File: config.mk
export PLATFORM = sky130hd
export DESIGN_NAME = ssd_load_fsm
export DESIGN_NICKNAME = d
export VERILOG_FILES = /design/src/rtl/ssd_load_fsm_pkg.sv /design/src/rtl/ssd_load_fsm_btn_debounce.sv /design/src/rtl/ssd_load_fsm.sv
export SDC_FILE = /design/constraint.sdc
export NUM_CORES = 1
export LEC_CHECK = 0
export CAP_MARGIN = 20
export CORE_ASPECT_RATIO = 0.5
export CORE_MARGIN = 2
export CORE_UTILIZATION = 45
export CTS_CLUSTER_DIAMETER = 150
export DETAILED_ROUTE_END_ITERATION = 8
export GPL_TIMING_DRIVEN = 0
export SYNTH_ARGS = -nofsm -noshare
export SYNTH_HDL_FRONTEND = slang
export SYNTH_SLANG_ARGS = --single-unit
File: constraint.sdc
create_clock -name clk -period 2.9 [get_ports clk]
set_input_delay 0.725 -clock clk [delete_from_list [all_inputs] [get_ports clk]]
set_output_delay 0.725 -clock clk [all_outputs]
set_load 0.01 [all_outputs]
File: src/rtl/ssd_load_fsm_pkg.sv
// Shared definitions for the SSD load/rotate control stage: display-state
// codes, seven-segment patterns and the load-sequence character ROM.
package ssd_load_fsm_pkg;

    // Display-state codes driven onto the SSD controller's state input.
    localparam logic [1:0] ST_IDLE   = 2'd0;
    localparam logic [1:0] ST_LOAD   = 2'd1;
    localparam logic [1:0] ST_ROTATE = 2'd2;

    // Seven-segment patterns, bit order {a,b,c,d,e,f,g,dp}, active-low.
    localparam logic [7:0] SS_0 = 8'b0000_0011;
    localparam logic [7:0] SS_N = 8'b1101_0101;
    localparam logic [7:0] SS_T = 8'b1110_0001;
    localparam logic [7:0] SS_H = 8'b1001_0001;
    localparam logic [7:0] SS_U = 8'b1000_0011;
    localparam logic [7:0] SS_E = 8'b0110_0001;
    localparam logic [7:0] SS_C = 8'b0110_0011;
    localparam logic [7:0] SS_S = 8'b0100_1001;

    // Last character index of the load sequence.
    localparam logic [2:0] LAST_POS = 3'd7;

    // Character ROM for the load sequence N,T,H,U,E,E,C,S.
    function automatic logic [7:0] ss_char(input logic [2:0] pos);
        logic [7:0] pat;
        pat = SS_0;
        case (pos)
            3'd0: pat = SS_N;
            3'd1: pat = SS_T;
            3'd2: pat = SS_H;
            3'd3: pat = SS_U;
            3'd4: pat = SS_E;
            3'd5: pat = SS_E;
            3'd6: pat = SS_C;
            3'd7: pat = SS_S;
            default: pat = SS_0;
        endcase
        return pat;
    endfunction

endpackage

File: src/rtl/ssd_load_fsm_btn_debounce.sv
// Button conditioning: 2-flop synchroniser, stable-level debounce counter and
// rising-edge one-pulse. The pulse is exactly one clk wide per accepted press.
module btn_debounce_onepulse #(
    parameter logic [15:0] DEB_CYCLES = 16'd50000
) (
    input  logic i_clk,
    input  logic i_rst_n,
    input  logic i_btn,
    output logic o_pulse
);

    logic [1:0]  r_sync;
    logic        r_stable;
    logic        r_stable_d;
    logic [15:0] r_cnt;
    logic        w_sync;

    assign w_sync = r_sync[1];

    // Bring the raw asynchronous button into the clk domain.
    always_ff @(posedge i_clk or negedge i_rst_n) begin
        if (!i_rst_n) begin
            r_sync <= '0;
        end else begin
            r_sync <= {r_sync[0], i_btn};
        end
    end

    // Accept a new level only after DEB_CYCLES consecutive differing samples;
    // any sample matching the accepted level restarts the count.
    always_ff @(posedge i_clk or negedge i_rst_n) begin
        if (!i_rst_n) begin
            r_stable <= 1'b0;
            r_cnt    <= '0;
        end else if (w_sync == r_stable) begin
            r_cnt <= '0;
        end else if (r_cnt == DEB_CYCLES - 16'd1) begin
            r_stable <= w_sync;
            r_cnt    <= '0;
        end else begin
            r_cnt <= r_cnt + 16'd1;
        end
    end

    // Delayed copy of the accepted level for rising-edge detection.
    always_ff @(posedge i_clk or negedge i_rst_n) begin
        if (!i_rst_n) begin
            r_stable_d <= 1'b0;
        end else begin
            r_stable_d <= r_stable;
        end
    end

    assign o_pulse = r_stable & ~r_stable_d;

endmodule

File: src/rtl/ssd_load_fsm.sv
// Upstream control for the SSD controller: debounced LOAD/ROT buttons drive an
// IDLE/LOAD/ROTATE FSM that paces an 8-character load on an external tick.
module ssd_load_fsm
    import ssd_load_fsm_pkg::*;
#(
    parameter logic [15:0] DEB_CYCLES     = 16'd50000,
    parameter logic [3:0]  TICKS_PER_CHAR = 4'd1
) (
    input  logic       clk,
    input  logic       rst_n,
    input  logic       tick,
    input  logic       btn_load,
    input  logic       btn_rot,
    output logic [1:0] state,
    output logic [7:0] code_in,
    output logic [2:0] load_position,
    output logic       load_done
);

    logic       w_load_p;
    logic       w_rot_p;

    logic [1:0] r_state;
    logic [7:0] r_code;
    logic [2:0] r_pos;
    logic       r_done;
    logic [3:0] r_tick_cnt;

    logic [1:0] w_state_nxt;
    logic [7:0] w_code_nxt;
    logic [2:0] w_pos_nxt;
    logic       w_done_nxt;
    logic [3:0] w_cnt_nxt;

    btn_debounce_onepulse #(.DEB_CYCLES(DEB_CYCLES)) u_deb_load (
        .i_clk   (clk),
        .i_rst_n (rst_n),
        .i_btn   (btn_load),
        .o_pulse (w_load_p)
    );

    btn_debounce_onepulse #(.DEB_CYCLES(DEB_CYCLES)) u_deb_rot (
        .i_clk   (clk),
        .i_rst_n (rst_n),
        .i_btn   (btn_rot),
        .o_pulse (w_rot_p)
    );

    // Next-state, pacing and position logic. load_p is tested first in every
    // state so it wins over a coincident rot_p or tick.
    always_comb begin
        w_state_nxt = r_state;
        w_pos_nxt   = r_pos;
        w_done_nxt  = r_done;
        w_cnt_nxt   = r_tick_cnt;
        case (r_state)
            ST_IDLE: begin
                if (w_load_p) begin
                    w_state_nxt = ST_LOAD;
                    w_pos_nxt   = '0;
                    w_done_nxt  = 1'b0;
                    w_cnt_nxt   = '0;
                end
            end
            ST_LOAD: begin
                if (w_load_p) begin
                    w_pos_nxt  = '0;
                    w_done_nxt = 1'b0;
                    w_cnt_nxt  = '0;
                end else if (r_done) begin
                    w_pos_nxt = LAST_POS;
                    if (w_rot_p) begin
                        w_state_nxt = ST_ROTATE;
                        w_done_nxt  = 1'b0;
                    end
                end else if (tick) begin
                    if (r_tick_cnt == TICKS_PER_CHAR - 4'd1) begin
                        w_cnt_nxt = '0;
                        if (r_pos != LAST_POS) begin
                            w_pos_nxt = r_pos + 3'd1;
                        end
                        w_done_nxt = (w_pos_nxt == LAST_POS);
                    end else begin
                        w_cnt_nxt = r_tick_cnt + 4'd1;
                    end
                end
            end
            ST_ROTATE: begin
                if (w_load_p) begin
                    w_state_nxt = ST_LOAD;
                    w_pos_nxt   = '0;
                    w_done_nxt  = 1'b0;
                    w_cnt_nxt   = '0;
                end else if (w_rot_p) begin
                    w_state_nxt = ST_IDLE;
                end
            end
            default: begin
                w_state_nxt = ST_IDLE;
            end
        endcase
    end

    // code_in tracks ROM[load_position] while in LOAD and holds otherwise, so
    // ROTATE keeps showing the last loaded character.
    always_comb begin
        w_code_nxt = r_code;
        if (w_state_nxt == ST_LOAD) begin
            w_code_nxt = ss_char(w_pos_nxt);
        end
    end

    // Register FSM state and all outputs.
    always_ff @(posedge clk or negedge rst_n) begin
        if (!rst_n) begin
            r_state    <= ST_IDLE;
            r_code     <= SS_0;
            r_pos      <= '0;
            r_done     <= 1'b0;
            r_tick_cnt <= '0;
        end else begin
            r_state    <= w_state_nxt;
            r_code     <= w_code_nxt;
            r_pos      <= w_pos_nxt;
            r_done     <= w_done_nxt;
            r_tick_cnt <= w_cnt_nxt;
        end
    end

    assign state         = r_state;
    assign code_in       = r_code;
    assign load_position = r_pos;
    assign load_done     = r_done;

endmodule

==> out/metrics.csv <==
stage,metric,value,unit
run_status,outcome,completed,
place,Placed Cells,359,
grt,Tot GR Track Use,17.57,%
timing,Hold WS,354.0,ps
power_and_ir_drop,power per cell area,555.6,nW/um^2
die,DIE AREA,6729,sq um
drt,Routed Antenna Nets,0,
setup_path,critical-path cell list,clkdlybuf4s50_1,
clock_network,CTS tree,done,
layout,final non-filler cell total,375,
timing,RSZ-0062 raised after global routing,no,
layout,# fillers,482,
die,Core ar.,5658,sq um
grt,vias in the first global route,2035,
grt,first-pass GRT wire length,9080,microns
die,Horiz. Die Dim,114.0,microns
drt,vias,2002,
grt,initial antenna violation count,0,
layout,most frequent cells in the layout,"56 x dfrtp_1, 45 x nor2_1, 21 x nand2_1",
setup_path,r2r startpoint,u_deb_rot.r_cnt[0],
power_and_ir_drop,Net Switching,0.0003731,W
power_and_ir_drop,Max VDD drop,343.7,uV
timing,final hold vios,0,
timing,Slew Limit Fails,0,
logic_synthesis,"Net Count, Synth",278,
place,DP HPWL,3485,microns
layout,synthesis-to-layout area growth,20.30,%
clock_network,Sink Count,57,
clock_network,Resized Gates After CTS,0,
layout,"commonest non-fill, non-tap cell in the layout",dfrtp_1,
clock_network,CTS hold repair buffers,0,
layout,Multi-input gate area,1204,sq um
timing,Final Worst Setup Slack,788.1,ps
die,row cnt,19,
timing,f_max,0.4735,GHz
setup_path,slowest CP cell,clkdlybuf4s50_1,
clock_network,TritonCTS Buffers,9,
die,die height,59.02,microns
drt,Vias/cell,5.339,
worst_hold_path,WHS Endpoint,u_deb_load.r_sync[1],
place,GP Congestion,0.7898,
clock_network,clk_lat worst skew,320,ps
drt,drt pass-1 iters,4,
setup_path,FF-to-FF path depth,6,
grt,largest net degree at the start of global routing,31,
power_and_ir_drop,clock share of power,52.6,%
drt,DRC viols,0,
layout,layout cells sized above 1,11.59,%
timing,fin crit period,2112,ps
worst_hold_path,Worst Hold Class,reg2reg,
setup_path,WS Path Type,reg2out,
timing,Max-slew headroom,56.51,%
timing,Worst Max-Slew Pin Slew,652.3,ps
grt,Congestion Overflow GR,0,
clock_network,Clock Pin Slew Worst Setup and Hold Paths,50,ps
setup_path,worst r2r dst,u_deb_rot.r_cnt[9],
logic_synthesis,cells after synthesis,268,
clock_network,clk buf depth,2,
layout,Register Area,1428,sq um
clock_network,Post-CTS Setup Inserts,0,
logic_synthesis,register area share after synthesis,52.41,%
power_and_ir_drop,combinational cell fraction of total power,2.8,%
timing,# setup viols final,0,
setup_path,Reg2Reg Setup Slack,1020,ps
timing,fin crit share,72.82,%
setup_path,worst path bufs/invs,1,
setup_path,Worst EP arrival,1390,ps
clock_network,H-tree depth,3,
power_and_ir_drop,switching part of the total power,20.49,%
drt,Avg WL per Cell,13.33,microns
logic_synthesis,Synth cell types,48,
worst_hold_path,Hold Path Origin,u_deb_load.r_sync[0],
power_and_ir_drop,P_leak,1.471,nW
setup_path,crit-path max cell delay,590,ps
clock_network,root buf cell,clkbuf_16,
worst_hold_path,hold path cells,0,
logic_synthesis,post-synthesis instance area,2724,sq um
logic_synthesis,Ys Warns,0,
power_and_ir_drop,P_int,0.001448,W
logic_synthesis,Avg Inst Size Synth,10.16,sq um
setup_path,WP data required,2170,ps
flow_run,# Max-Cap Violations,0,
power_and_ir_drop,Sequential Power Share,44.7,%
layout,ant diodes,0,
setup_path,CP Capture Type,primary output,
timing,Clock Skew,5.185,ps
drt,initial DRC count,110,
drt,Routed WL,4999,microns
setup_path,largest fanout on the critical path,8,
place,pre-CTS WS,478.3,ps
die,I/O pin total,19,
setup_path,Worst path top cell family by delay,buffers and inverters,
logic_synthesis,#FFs+latches synth,57,
setup_path,startpoint class of the critical path,flop,
die,Starting Density,48.14,%
layout,Nets,307,
place,Port-buffer cells,17,
-- kinds of logic after synthesis --
family          after synthesis  share of synthesized area (%)
compound gates               30                          7.441
xor+xnor                     31                          9.968
fa+ha+maj                     5                          2.297
buf+inv                      16                          3.398
flops                        57                          52.41
mux                           2                         0.8268
other cells                   1                         0.1377
simple gates                126                          23.52
-- synthesized netlist by cell type, drive strengths merged --
cell type / count / area, sq um
dfstp: 1 / 26.28
ha: 5 / 62.56
and4bb: 1 / 16.27
or2: 2 / 12.51
conb: 1 / 3.750
nand3: 16 / 85.08
nor3: 5 / 25.02
nand2b: 3 / 18.77
and3: 13 / 86.33
o22ai: 1 / 6.260
o31ai: 4 / 30.03
o211ai: 1 / 12.51
mux2: 2 / 22.52
and4: 3 / 26.28
xor2: 16 / 140.1
a221o: 1 / 10.01
nor4: 3 / 25.02
nand3b: 1 / 7.510
o21ai: 9 / 45.04
dfrtp: 56 / 1401
nor2b: 1 / 6.260
nor3b: 2 / 15.01
a22o: 1 / 10.01
a32o: 1 / 10.01
nand4: 5 / 31.28
inv: 9 / 33.78
clkbuf: 1 / 5.000
xnor2: 15 / 131.4
and2: 2 / 13.77
a311o: 1 / 10.01
nor2: 45 / 168.9
a21oi: 5 / 25.02
a31oi: 2 / 12.51
or4: 1 / 7.510
a21boi: 1 / 7.510
nand2: 21 / 78.83
buf: 6 / 53.79
a21o: 2 / 15.01
o2111ai: 1 / 8.760
and2b: 2 / 16.27
-- worst max path at each step --
stage / from / end / slack, ps / cells past startpoint
after floorplan: tick / code_in[1] / 1150 / 5
after global placement: rst_n / code_in[5] / -680 / 1
after global routing: tick / code_in[1] / 640 / 6
after detailed placement: tick / code_in[1] / 480 / 6
final: load_done / load_done / 790 / 1
after CTS: code_in[1] / code_in[1] / 780 / 1
-- metal layers --
| layer | wire (microns) | vias to the layer above | share of wire (%) | track usage, % |
|---|---|---|---|---|
| li1 | - | 975 | - | - |
| met1 | 2517 | 982 | 50 | 22.30 |
| met2 | 2247 | 37 | 45 | 27.55 |
| met3 | 191 | 8 | 3.8 | 6.953 |
| met4 | 42 | 0 | 0.84 | 6.969 |
| met5 | 0 | - | 0 | 0 |
-- flip-flops by register name, summed over array words and instances (netlist names) --
signal	flops
code_in	7
load_done	1
load_position	3
r_tick_cnt	4
state	2
u_deb_load.r_cnt	16
u_deb_load.r_stable	1
u_deb_load.r_stable_d	1
u_deb_load.r_sync	2
u_deb_rot.r_cnt	16
u_deb_rot.r_stable	1
u_deb_rot.r_stable_d	1
u_deb_rot.r_sync	2
-- power by group through the flow --
stage | Combinational (W) | Clock, W | Sequential (W)
after CTS | 0.0000531 | 0.000995 | 0.000813
after detailed placement | 0.0000528 | 0 | 0.000826
final | 0.0000505 | 0.000957 | 0.000813
after global routing | 0.0000587 | 0.00102 | 0.000814
after global placement | 0.0000487 | 0 | 0.000826
after floorplan | 0.0000228 | 0 | 0.000825
-- layout make-up --
class                      instances  area share (%)
multi-input combinational        195           36.73
clock buffer                      14           8.057
clock inverter                     2          0.3818
sequential                        57           43.57
timing repair buffer              18           5.651
buffer                             7           1.795
tap                               73           2.787
inverter                           9           1.031
-- stage by stage --
| step | area, sq um | TNS [ps] | utilization (%) | total power (W) |
|---|---|---|---|---|
| global placement | 2985 | -38040 | 52.76 | 0.0008744 |
| global route | 3277 | 0 | 57.92 | 0.001897 |
| floorplan | 2724 | 0 | - | 0.0008474 |
| detailed placement | 3000 | 0 | 53.03 | 0.0008788 |
| finish | 3277 | 0 | 57.92 | 0.001821 |
| CTS | 3277 | 0 | 57.92 | 0.001861 |
Note: power is estimated with default switching activity, not from simulation.
==> RTL change 1: new RTL, same settings <==
`DEB_CYCLES` is set to 16'd50000 in 2 places; all go to 16'd25000.
--- a/src/rtl/ssd_load_fsm_btn_debounce.sv
+++ b/src/rtl/ssd_load_fsm_btn_debounce.sv
@@ -1,7 +1,7 @@
 // Button conditioning: 2-flop synchroniser, stable-level debounce counter and
 // rising-edge one-pulse. The pulse is exactly one clk wide per accepted press.
 module btn_debounce_onepulse #(
-    parameter logic [15:0] DEB_CYCLES = 16'd50000
+    parameter logic [15:0] DEB_CYCLES = 16'd25000
 ) (
     input  logic i_clk,
     input  logic i_rst_n,
--- a/src/rtl/ssd_load_fsm.sv
+++ b/src/rtl/ssd_load_fsm.sv
@@ -3,7 +3,7 @@
 module ssd_load_fsm
     import ssd_load_fsm_pkg::*;
 #(
-    parameter logic [15:0] DEB_CYCLES     = 16'd50000,
+    parameter logic [15:0] DEB_CYCLES     = 16'd25000,
     parameter logic [3:0]  TICKS_PER_CHAR = 4'd1
 ) (
     input  logic       clk,
Function: no difference found for any inputs over 10 cycles, from zero or initial values and one cycle with rst_n low; that may be too few to reach the edited logic, so the function may still have changed.
==> RTL change 1 against the original RTL <==
  * Register-to-register slack got worse by 0.10 ns
  * Fmax is 1.4% lower
  * First-iteration DRC count increased by 68%
  * Count of clock-buffer cells in the layout is 4 lower
  * Worst hold slack is essentially flat
  * Cell area grew 3.1%
  * Setup slack got worse by 0.031 ns
  * Sequential share of layout area decreased by 1.3 points
  * Routed wire length increased by 2.8%
  * Synthesized area is 1.1% higher
  * Sequential cell count is the same
  * Via count is 1.3% lower
  * Total power increased by 14%
  * Critical endpoint is now code_in[4]
  * Highest routed layer unchanged
==> RTL change 1: results (changes against the original RTL) <==
Detailed routing
  – DR vias: 1975 (was 2002)
  – Met2 wire len: 2260 um (was 2250 um)
  – Routed len/inst: 13.7 um (was 13.3 um)
  – Detailed router's first-iteration violation count: 185 (was 110)
  – Amount of wire on met3 after detailed routing: 212 um (was 191 um)

Finish
  – # nets final: 304 (was 307)
  – Fill cell instance count of the final layout: 528 (was 482)
  – Non-filler cells, final: 376 (was 375)
  – Layout cell share with drive strength beyond 1: 0.120 (was 0.116)
  – Finished layout cell area: 0.00338 sq mm (was 0.00328 sq mm)

Setup path
  – Critical path arrival: 2.35 ns (was 1.39 ns)
  – Max stage delay on crit path: 0.48 ns (was 0.59 ns)
  – Startpoint of the worst setup timing path: tick (was load_done)
  – Path depth of the worst reg2reg path: 7 (was 6)
  – Crit Path Max Fanout: 5 (was 8)
  – Worst reg2reg startpoint: r_tick_cnt[0] (was u_deb_rot.r_cnt[0])
  – Cell type group with the largest total delay on the critical path: simple AND/OR/NAND/NOR gates (was buffers and inverters)
  – Termination of the worst setup path: code_in[4] (was load_done)

Synthesis
  – Part of the Yosys area used for sequential elements: 0.518 (was 0.524)
  – Top post-synthesis cells by area: sky130_fd_sc_hd__dfrtp_1 (51%), sky130_fd_sc_hd__xor2_1 (6.4%), sky130_fd_sc_hd__nor2_1 (5.7%) (was sky130_fd_sc_hd__dfrtp_1 (51%), sky130_fd_sc_hd__nor2_1 (6.2%), sky130_fd_sc_hd__xor2_1 (5.1%))
  – Synth unique cells: 49 (was 48)
  – Synth Area per Inst: 10.4 sq um (was 10.2 sq um)

Global route
  – Met1 track demand over resource: 0.230 (was 0.223)
  – M2 GR Usage: 0.270 (was 0.276)
  – Tot GR Track Use: 0.179 (was 0.176)
  – Met3 layer usage reported by global route: 0.0706 (was 0.0695)

Power and ir drop
  – P_leak: 1.53 nW (was 1.47 nW)
  – Worst IR Drop VDD: 0.000314 V (was 0.000344 V)

Place
  – Cell count after placement: 360 (was 359)
  – Worst slack, placed: 0.430 ns (was 0.478 ns)
  – Area post-placement: 0.00304 sq mm (was 0.00300 sq mm)
  – Weighted congestion reported at the end of routability-driven placement: 0.818 (was 0.790)
  – Final HPWL DP: 3490 um (was 3480 um)

STA
  – Tightest hold margin: 0.354 ns (about the same)
  – Final setup skew: 0.00490 ns (was 0.00519 ns)
  – Actual slew at the worst max-slew pin: 0.702 ns (was 0.652 ns)
  – Share of the clock period used by the worst path after layout: 0.739 (was 0.728)

Status
  – Run status: finished clean (unchanged)
[RTL change 1: cells by family (layout without fill, tap and decap cells)]
group / count (synthesis) / after routing / share of synthesized area
AOI/OAI and AO/OA: 29 / 29 / 0.0722
adders and majority gates: 5 / 5 / 0.0227
buffers and inverters: 15 / 49 / 0.0386
muxes: 4 / 4 / 0.0159
other: 1 / 1 / 0.00136
xor gates and xnor gates: 32 / 32 / 0.102
DFF: 57 / 57 / 0.518
and+or+nand+nor: 122 / 122 / 0.229
[RTL change 1: final cells by class]
| class | count | area share |
|---|---|---|
| tap | 77 | 0.0285 |
| clock buffer | 10 | 0.0707 |
| buffer | 7 | 0.0226 |
| inverter | 8 | 0.00889 |
| sequential | 57 | 0.422 |
| clock inverter | 6 | 0.0311 |
| timing repair buffer | 18 | 0.0548 |
| multi-input combinational | 193 | 0.361 |
[RTL change 1: power breakdown]
part | switching (mW) | internal [mW]
clock network | 0.352 | 0.856
registers | 0.00821 | 0.807
logic | 0.0307 | 0.0196
total | 0.391 | 1.68
==> RTL change 2: new RTL, config.mk and constraints unchanged <==
Made on the original files. Register the output `code_in` once more, cleared by the reset; this adds one clock of latency there. The other outputs are not delayed to match.
--- a/src/rtl/ssd_load_fsm.sv
+++ b/src/rtl/ssd_load_fsm.sv
@@ -128,7 +128,13 @@
     end
 
     assign state         = r_state;
-    assign code_in       = r_code;
+    always_ff @(posedge clk or negedge rst_n) begin
+        if (!rst_n) begin
+            code_in <= '0;
+        end else begin
+            code_in <= r_code;
+        end
+    end
     assign load_position = r_pos;
     assign load_done     = r_done;
 
Behaviour: not the same (a bounded check fails within 4 cycles, from zero or initial values and one cycle with rst_n low).
==> RTL change 2 against the original RTL <==
  * Final cell count grew 5.3%
  * Routed wire length grew 7.2%
  * Cell area grew 7.3%
  * Sequential cell count grew 8
  * Synthesized area grew 7.5%
  * Sequential power grew 14%
  * Combinational power shrank 2%
  * Total power grew 13%
  * Setup slack lost 0.039 ns
  * Largest power group unchanged
==> RTL change 2: results (changes against the original RTL) <==
Detailed routing
  – DR vias: 1981 (was 2002)
  – Number of vias per cell after detailed routing: 5.02 (was 5.34)
  – Met2 wire len: 2380 um (was 2250 um)
  – Detailed router's first-iteration violation count: 84 (was 110)

Place
  – Cell count after placement: 379 (was 359)
  – Final HPWL DP: 3540 um (was 3480 um)
  – Port buffer count: 18 (was 17)
  – Worst slack, placed: 0.473 ns (was 0.478 ns)
  – Weighted congestion reported at the end of routability-driven placement: 0.826 (was 0.790)

Global route
  – M2 GR Usage: 0.255 (was 0.276)
  – Met3 layer usage reported by global route: 0.0750 (was 0.0695)
  – Largest net degree at the start of global routing: 66 (was 31)
  – Wire length of the first global-routing pass: 9170 um (was 9080 um)
  – Number of global-route vias before repair: 1930 (was 2035)

Synthesis
  – Part of the Yosys area used for sequential elements: 0.556 (was 0.524)
  – Post-synth net total: 283 (was 278)
  – Top post-synthesis cells by area: sky130_fd_sc_hd__dfrtp_1 (55%), sky130_fd_sc_hd__nor2_1 (5.5%), sky130_fd_sc_hd__xnor2_1 (4.8%) (was sky130_fd_sc_hd__dfrtp_1 (51%), sky130_fd_sc_hd__nor2_1 (6.2%), sky130_fd_sc_hd__xor2_1 (5.1%))
  – Synth unique cells: 53 (was 48)
  – Gate Count Post-Synth: 273 (was 268)

Finish
  – Clock Network Area Fraction: 0.0854 (was 0.0844)
  – Non-clock buffer share: 0.0605 (was 0.0745)
  – Number of combinational gates with multiple inputs: 194 (was 195)
  – Sequential Area: 0.00163 sq mm (was 0.00143 sq mm)
  – Logic inverters: 10 (was 9)
  – Flip-flop and latch share of the layout cell area: 0.463 (was 0.436)
  – # nets final: 312 (was 307)

Power and ir drop
  – Worst IR Drop VDD: 0.000424 V (was 0.000344 V)
  – P_leak: 1.53 nW (was 1.47 nW)

STA
  – Final setup skew: 0.00535 ns (was 0.00519 ns)
  – Max-slew headroom at the worst pin: 0.469 (was 0.565)

Status
  – Run status: finished clean (unchanged)
RTL change 2: cell families after synthesis:
| family | synth area share |
|---|---|
| AND/OR/NAND/NOR | 0.216 |
| other | 0.00128 |
| multiplexers | 0.0167 |
| AO/OA/AOI/OAI | 0.0713 |
| adder cells (fa/ha/maj) | 0.0214 |
| flip-flops | 0.556 |
| XOR/XNOR | 0.0927 |
| buffers and inverters | 0.0248 |
RTL change 2: path summary, 6_finish.rpt:
check / startpoint / endpoint / slack (ns) / depth (start not counted)
setup / recovery: load_done / load_done / 0.75 / 1
hold / removal: u_deb_load.r_sync[0] / u_deb_load.r_sync[1] / 0.35 / 0
setup reg to reg: load_position[0] / r_code[5] / 1.00 / 7
hold reg to reg: u_deb_load.r_sync[0] / u_deb_load.r_sync[1] / 0.35 / 0
max in group asynchronous: rst_n / u_deb_load.r_stable_d / 1.89 / 1
min in group asynchronous: rst_n / r_code[3] / 0.48 / 1
